### config.mk
export PLATFORM = sky130hd
export DESIGN_NAME = can_frame_queue_flat
export DESIGN_NICKNAME = d
export VERILOG_FILES = /design/src/rtl/can_frame_queue_if.sv /design/src/rtl/can_frame_queue.sv /design/src/flat_wrapper.sv
export SDC_FILE = /design/constraint.sdc
export NUM_CORES = 1
export LEC_CHECK = 0
export BUFFER_PORTS_ARGS = -buffer_cell sky130_fd_sc_hd__buf_2
export CORE_UTILIZATION = 38
export CTS_CLUSTER_SIZE = 40
export DETAILED_ROUTE_END_ITERATION = 8
export PLACE_DENSITY_LB_ADDON = 0.25
export SYNTH_ARGS = -nofsm -noshare
export SYNTH_HDL_FRONTEND = slang
export SYNTH_SLANG_ARGS = --single-unit
### constraint.sdc
create_clock -name clk -period 4.25 [get_ports clk]
set_clock_uncertainty 0.1 [all_clocks]
set_input_delay 0.2125 -clock clk [delete_from_list [all_inputs] [get_ports clk]]
set_output_delay 0.2125 -clock clk [all_outputs]
set_load 0.03 [all_outputs]
### src/rtl/can_frame_queue_if.sv
// can_frame_queue_if: valid/ready read port carrying one captured CAN frame.
interface can_frame_queue_if #(parameter int ADDR_W = 30, parameter int DATA_W = 64);
  logic valid, ready, ext;
  logic [ADDR_W-1:0] addr;
  logic [3:0] dlc;
  logic [DATA_W-1:0] data;
  modport master(output valid, addr, ext, dlc, data, input ready);
  modport slave(input valid, addr, ext, dlc, data, output ready);
endinterface

### src/rtl/can_frame_queue.sv
// can_frame_queue: resyncs the capture-done strobe and queues good frames with drop/CRC counters.
// Optional acceptance filter enabled by defining CAN_FRAME_QUEUE_FILTER_EN.
module can_frame_queue #(
  parameter int DEPTH = 4,
  parameter int ADDR_W = 30,
  parameter int DATA_W = 64,
  parameter int CNT_W = 8,
  parameter logic [ADDR_W-1:0] FILT_MASK = 30'h3FFFFFFF,
  parameter logic [ADDR_W-1:0] FILT_MATCH = '0
) (
  input  logic clk,
  input  logic rst,
  input  logic cap_done,
  input  logic [ADDR_W-1:0] cap_addr,
  input  logic cap_ext,
  input  logic [3:0] cap_dlc,
  input  logic [DATA_W-1:0] cap_data,
  input  logic cap_crc_ok,
  input  logic flush,
  can_frame_queue_if.master rd,
  output logic [$clog2(DEPTH+1)-1:0] level,
  output logic overflow,
  output logic [CNT_W-1:0] drop_cnt,
  output logic [CNT_W-1:0] crc_err_cnt
);
  localparam int AW = $clog2(DEPTH);
  localparam int LW = $clog2(DEPTH+1);
  localparam int FW = ADDR_W + 5 + DATA_W;
  logic s1, s2, s3, strobe, full, pop, filt_ok, crc_bad, drop, push;
  logic [AW:0] wr_ptr, rd_ptr;
  logic [FW-1:0] mem [DEPTH];
`ifdef CAN_FRAME_QUEUE_FILTER_EN
  assign filt_ok = (cap_addr & FILT_MASK) == (FILT_MATCH & FILT_MASK);
`else
  assign filt_ok = 1'b1;
`endif
  assign strobe = s2 & ~s3;
  assign level = LW'(wr_ptr - rd_ptr);
  assign full = level == LW'(DEPTH);
  assign rd.valid = level != '0;
  assign pop = rd.valid & rd.ready;
  assign {rd.addr, rd.ext, rd.dlc, rd.data} = mem[rd_ptr[AW-1:0]];
  assign crc_bad = strobe & ~flush & ~cap_crc_ok;
  // a pop in the strobe cycle frees the slot, so a full FIFO still accepts
  assign drop = strobe & ~flush & cap_crc_ok & filt_ok & full & ~pop;
  assign push = strobe & ~flush & cap_crc_ok & filt_ok & (~full | pop);
  always_ff @(posedge clk or posedge rst) begin
    if (rst) begin
      {s1, s2, s3} <= '0;
      wr_ptr <= '0;
      rd_ptr <= '0;
      overflow <= 1'b0;
      drop_cnt <= '0;
      crc_err_cnt <= '0;
    end else begin
      {s1, s2, s3} <= {cap_done, s1, s2};
      crc_err_cnt <= crc_err_cnt + CNT_W'(crc_bad && crc_err_cnt != '1);
      drop_cnt <= drop_cnt + CNT_W'(drop && drop_cnt != '1);
      if (flush) begin
        wr_ptr <= '0;
        rd_ptr <= '0;
        overflow <= 1'b0;
      end else begin
        if (push) wr_ptr <= wr_ptr + (AW+1)'(1);
        if (pop) rd_ptr <= rd_ptr + (AW+1)'(1);
        if (drop) overflow <= 1'b1;
      end
    end
  end
  always_ff @(posedge clk) begin
    if (push) mem[wr_ptr[AW-1:0]] <= {cap_addr, cap_ext, cap_dlc, cap_data};
  end
endmodule

### src/flat_wrapper.sv
// flat-port wrapper written by rule: the top's interface ports become plain ports
module can_frame_queue_flat 
#(
  parameter int DEPTH = 4,
  parameter int ADDR_W = 30,
  parameter int DATA_W = 64,
  parameter int CNT_W = 8,
  parameter logic [ADDR_W-1:0] FILT_MASK = 30'h3FFFFFFF,
  parameter logic [ADDR_W-1:0] FILT_MATCH = '0
)
  (clk, rst, cap_done, cap_addr, cap_ext, cap_dlc, cap_data, cap_crc_ok, flush, level, overflow, drop_cnt, crc_err_cnt, rd_valid, rd_addr, rd_ext, rd_dlc, rd_data, rd_ready);
  can_frame_queue_if #(.ADDR_W(ADDR_W), .DATA_W(DATA_W)) rd_i ();
  input  logic clk;
  input  logic rst;
  input  logic cap_done;
  input  logic [ADDR_W-1:0] cap_addr;
  input  logic cap_ext;
  input  logic [3:0] cap_dlc;
  input  logic [DATA_W-1:0] cap_data;
  input  logic cap_crc_ok;
  input  logic flush;
  output logic [$clog2(DEPTH+1)-1:0] level;
  output logic overflow;
  output logic [CNT_W-1:0] drop_cnt;
  output logic [CNT_W-1:0] crc_err_cnt;
  output wire logic [$bits(rd_i.valid)-1:0] rd_valid;
  output wire logic [$bits(rd_i.addr)-1:0] rd_addr;
  output wire logic [$bits(rd_i.ext)-1:0] rd_ext;
  output wire logic [$bits(rd_i.dlc)-1:0] rd_dlc;
  output wire logic [$bits(rd_i.data)-1:0] rd_data;
  input wire logic [$bits(rd_i.ready)-1:0] rd_ready;
  assign rd_valid = rd_i.valid;
  assign rd_addr = rd_i.addr;
  assign rd_ext = rd_i.ext;
  assign rd_dlc = rd_i.dlc;
  assign rd_data = rd_i.data;
  assign rd_i.ready = rd_ready;
  can_frame_queue #(.DEPTH(DEPTH), .ADDR_W(ADDR_W), .DATA_W(DATA_W), .CNT_W(CNT_W), .FILT_MASK(FILT_MASK), .FILT_MATCH(FILT_MATCH)) u_core (.clk(clk), .rst(rst), .cap_done(cap_done), .cap_addr(cap_addr), .cap_ext(cap_ext), .cap_dlc(cap_dlc), .cap_data(cap_data), .cap_crc_ok(cap_crc_ok), .flush(flush), .rd(rd_i), .level(level), .overflow(overflow), .drop_cnt(drop_cnt), .crc_err_cnt(crc_err_cnt));
endmodule
==> run summary <==
## Placed design
* 224 — number of buffers added on ports
* 0.747 — placer congestion estimate
* 17400 µm² — placed standard-cell area
* 17500 µm — hpwl dp

## Logic synthesis
* sky130_fd_sc_hd__edfxtp_1 77%, sky130_fd_sc_hd__mux4_2 14%, sky130_fd_sc_hd__dfrtp_1 4.2% — most area-consuming cells after synthesis
* 6.16% — FFs w/ async S/R, synth
* 628 — number of standard cells after synthesis
* 15500 µm² — combined area of all synthesized cells
* 422 — synthesis-stage register bit count
* sky130_fd_sc_hd__edfxtp_1 — Synth area leader
* 80.8% — sequential cell area fraction in the yosys report
* 744 — syn nets
* 0 — Yosys warnings
* sky130_fd_sc_hd__edfxtp_1 — prevailing post-synth register cell
* 24.7 µm² — Avg Cell Area, Syn
* 396 x sky130_fd_sc_hd__edfxtp_1, 99 x sky130_fd_sc_hd__mux4_2, 26 x sky130_fd_sc_hd__dfrtp_1 — top cells by instance count after synthesis
* 396 — number of synthesized flops with an enable pin
* 76.6% — fraction of post-synthesis cell area in the top cell type by area
* sky130_fd_sc_hd__edfxtp_1 — most common cell in the synthesized netlist
* 35 — count of distinct cell types in the synthesized netlist

## Power and ir drop
* 537 nW/µm² — ratio of total power to cell area
* 0.00693 µW — LEAKAGE
* 0.000341 V — Worst VDD drop

## GRT
* 24.5% — met2 global-route usage
* 19.2% — global-route met1 utilization
* 14.8% — GRT Resource Usage Total
* 46300 µm — global-route wire length before repair
* 8050 — via count of the first global-routing pass
* met2 — busiest metal layer after global routing
* 3.30% — met3 GRT Util
* 103 — pin count of the biggest net entering global routing
* 0 — antenna violations before repair
* 0 — total congestion overflow

## Timing
* 0 — count of pins over their slew limit
* 80.1% — final clock period utilization by the worst path
* 0 — Finish-stage setup viols
* no — setup repair after global routing missed its margin
* 3.40 ns — post-layout minimum cycle time
* 0.864 ns — pin slew with the least headroom to its limit
* 42.4% — max-slew headroom at the worst pin
* 0 ns — Setup TNS Final
* 0.294 GHz — highest achievable clock rate
* 0 — Fin. Hold Viols

## Route
* 30600 µm — final wirelength
* 0 — DR DRC count
* 7496 — Vias
* 4 — number of iterations in the first detailed-routing pass
* 0 — post-detailed-route count of antenna-violating nets
* 419 — violation count after the first detailed-routing iteration
* 4.84 — via-per-instance ratio
* 19.8 µm — routed wire length per instance

## Critical path
* 3 — buffering stage count on the worst path with inverters included
* 3.94 ns — Worst EP required
* flop — Worst Setup Start Kind
* sky130_fd_sc_hd__buf_4 — CP dominant cell by count
* u_core.wr_ptr[0] — worst flop-to-flop path startpoint
* 7 — number of cell instances on the worst register-to-register path
* sky130_fd_sc_hd__buf_4 — CP max stage cell
* u_core.mem[2][21] — worst reg2reg endpoint
* buffers and inverters — cell family with most CP delay
* 1.27 ns — slack of the worst reg-to-reg path
* 4 — Worst path depth
* 3.09 ns — arrival time of the worst setup path
* flop to output pin — category of the critical setup timing path
* 54 — Worst Path Max Fanout
* buf_4, buf_4, mux4_2, buf_2 — critical-path cell list
* output pin — CP endpoint kind
* 0.73 ns — Critical Path Max Stage Delay

## Clock network
* sky130_fd_sc_hd__clkbuf_16 — cell at the root of the clock tree
* 0.06 ns — clock edge transition at the registers on the reported setup and hold paths
* 0.55 ns — source-to-sink clock delay at the later pin of the worst-skew pair
* 2 — maximum level of the CTS H-tree
* 105 — quantity of hold-fixing buffers added after cts
* 3 — Max clock buf depth
* 44 — number of buffers created by CTS
* 0 — number of cells upsized or downsized after cts
* built — CTS tree
* 422 — count of clock tree sinks
* 0 — number of buffers inserted by post-CTS setup repair

## Final layout
* 1109 — net count reported at finish
* 0 — Antenna Diode Count
* 19900 µm² — finished layout cell area
* 39.9% — fraction of layout cells with a size suffix above 1
* 28.4% — Layout area overhead

## Die
* 225 — number of placed I/O pins
* 40000 µm² — core footprint
* 73 — number of rows created at floorplan
* 204 µm — Die Height
* 204 µm — chip width
* 38.8% — Initial Util
* 41700 µm² — floorplan die area

## Outcome
* completed — result of the run

## Run
* 0 — Maximum Capacitance Violations

## Min path
* input port to asynchronous set/reset pin — class of the tightest hold or removal check

[cells in the final DEF (no fill, tap or decap), types with 2 or more instances in the layout]
cell type                         n
sky130_fd_sc_hd__clkbuf_1        12
sky130_fd_sc_hd__nor2b_1          2
sky130_fd_sc_hd__buf_12           6
sky130_fd_sc_hd__xor2_1           5
sky130_fd_sc_hd__bufinv_16        8
sky130_fd_sc_hd__o211ai_1         2
sky130_fd_sc_hd__mux2i_1          3
sky130_fd_sc_hd__nand3_1          7
sky130_fd_sc_hd__nand4_1          3
sky130_fd_sc_hd__dlygate4sd3_1  105
sky130_fd_sc_hd__clkinv_2         3
sky130_fd_sc_hd__clkbuf_16       45
sky130_fd_sc_hd__buf_2          224
sky130_fd_sc_hd__nand2_1          6
sky130_fd_sc_hd__nor2_1           4
sky130_fd_sc_hd__and2_4           3
sky130_fd_sc_hd__dfrtp_1         24
sky130_fd_sc_hd__edfxtp_1       396
sky130_fd_sc_hd__buf_4            7
sky130_fd_sc_hd__dfrtp_4          2
sky130_fd_sc_hd__inv_1            6
sky130_fd_sc_hd__mux4_2          99
sky130_fd_sc_hd__inv_6            2
sky130_fd_sc_hd__xnor2_1          7
sky130_fd_sc_hd__and3_1           2
sky130_fd_sc_hd__nor3_1           2
sky130_fd_sc_hd__mux2_4           2
sky130_fd_sc_hd__nand2b_1         5
sky130_fd_sc_hd__ha_1            10
sky130_fd_sc_hd__clkinv_1         6
[registers in the layout, summed over array words and instances (netlist names)]
register / cells
u_core.mem: 396
u_core.s2: 1
u_core.drop_cnt: 8
u_core.s3: 1
u_core.overflow: 1
u_core.crc_err_cnt: 8
u_core.s1: 1
u_core.wr_ptr: 3
u_core.rd_ptr: 3
[where the power goes]
part / switching, µW / internal (µW)
sequential: 41.8 / 4620
clock: 1510 / 2440
combinational: 1290 / 794
[final cells by class]
| class | count | area (µm²) |
|---|---|---|
| clock inverters | 20 | 304 |
| flip-flops and latches | 422 | 12500 |
| well taps | 525 | 657 |
| repair buffers | 342 | 2340 |
| multi-input cells | 175 | 2850 |
| fillers | 3277 | 20100 |
| inverters | 8 | 32.5 |
| clock buffers | 58 | 1180 |
[routing by layer]
metal	up-vias	wire [µm]
li1	3388	-
met1	3890	13100
met2	180	15300
met3	38	1540
met4	0	638
met5	-	0
[how the worst max path moves through the flow]
stage                              endpoint  slack, ns              from
after floorplan            u_core.mem[3][0]       0.35  u_core.wr_ptr[0]
after global placement    u_core.mem[2][76]       1.30  u_core.rd_ptr[0]
after detailed placement  u_core.mem[2][76]       1.26  u_core.wr_ptr[0]
after CTS                       rd_addr[16]       0.78  u_core.rd_ptr[1]
after global routing            rd_addr[16]       0.72  u_core.rd_ptr[1]
final                           rd_addr[16]       0.85  u_core.rd_ptr[1]
[worst reg2reg max path: cells and delay by family (launching register included)]
family	cells	cell delay (ns)
AOI/OAI and AO/OA	1	0.28
adders and majority gates	2	0.71
buffers and inverters	2	0.62
DFF	1	0.41
and+or+nand+nor	2	0.46
[metrics by stage]
stage	setup WS [ns]	hold slack [ns]	total power, µW	cells	util, %
after CTS	0.784	0.136	10900	1550	49.8
after global placement	1.30	0.194	6790	1367	43.5
after floorplan	0.348	0.144	6190	628	-
after global routing	0.721	0.187	11100	1550	49.8
final	0.846	0.167	10700	1550	49.8
after detailed placement	1.26	0.197	6800	1367	43.5
[kinds of logic after synthesis]
group	Yosys count	synth area share, %
flops	422	80.8
simple gates	39	1.40
compound gates	8	0.411
buf+inv	31	0.847
xor+xnor	13	0.830
mux	104	14.8
fa+ha+maj	11	0.935
Note: power is estimated with default switching activity, not from simulation.
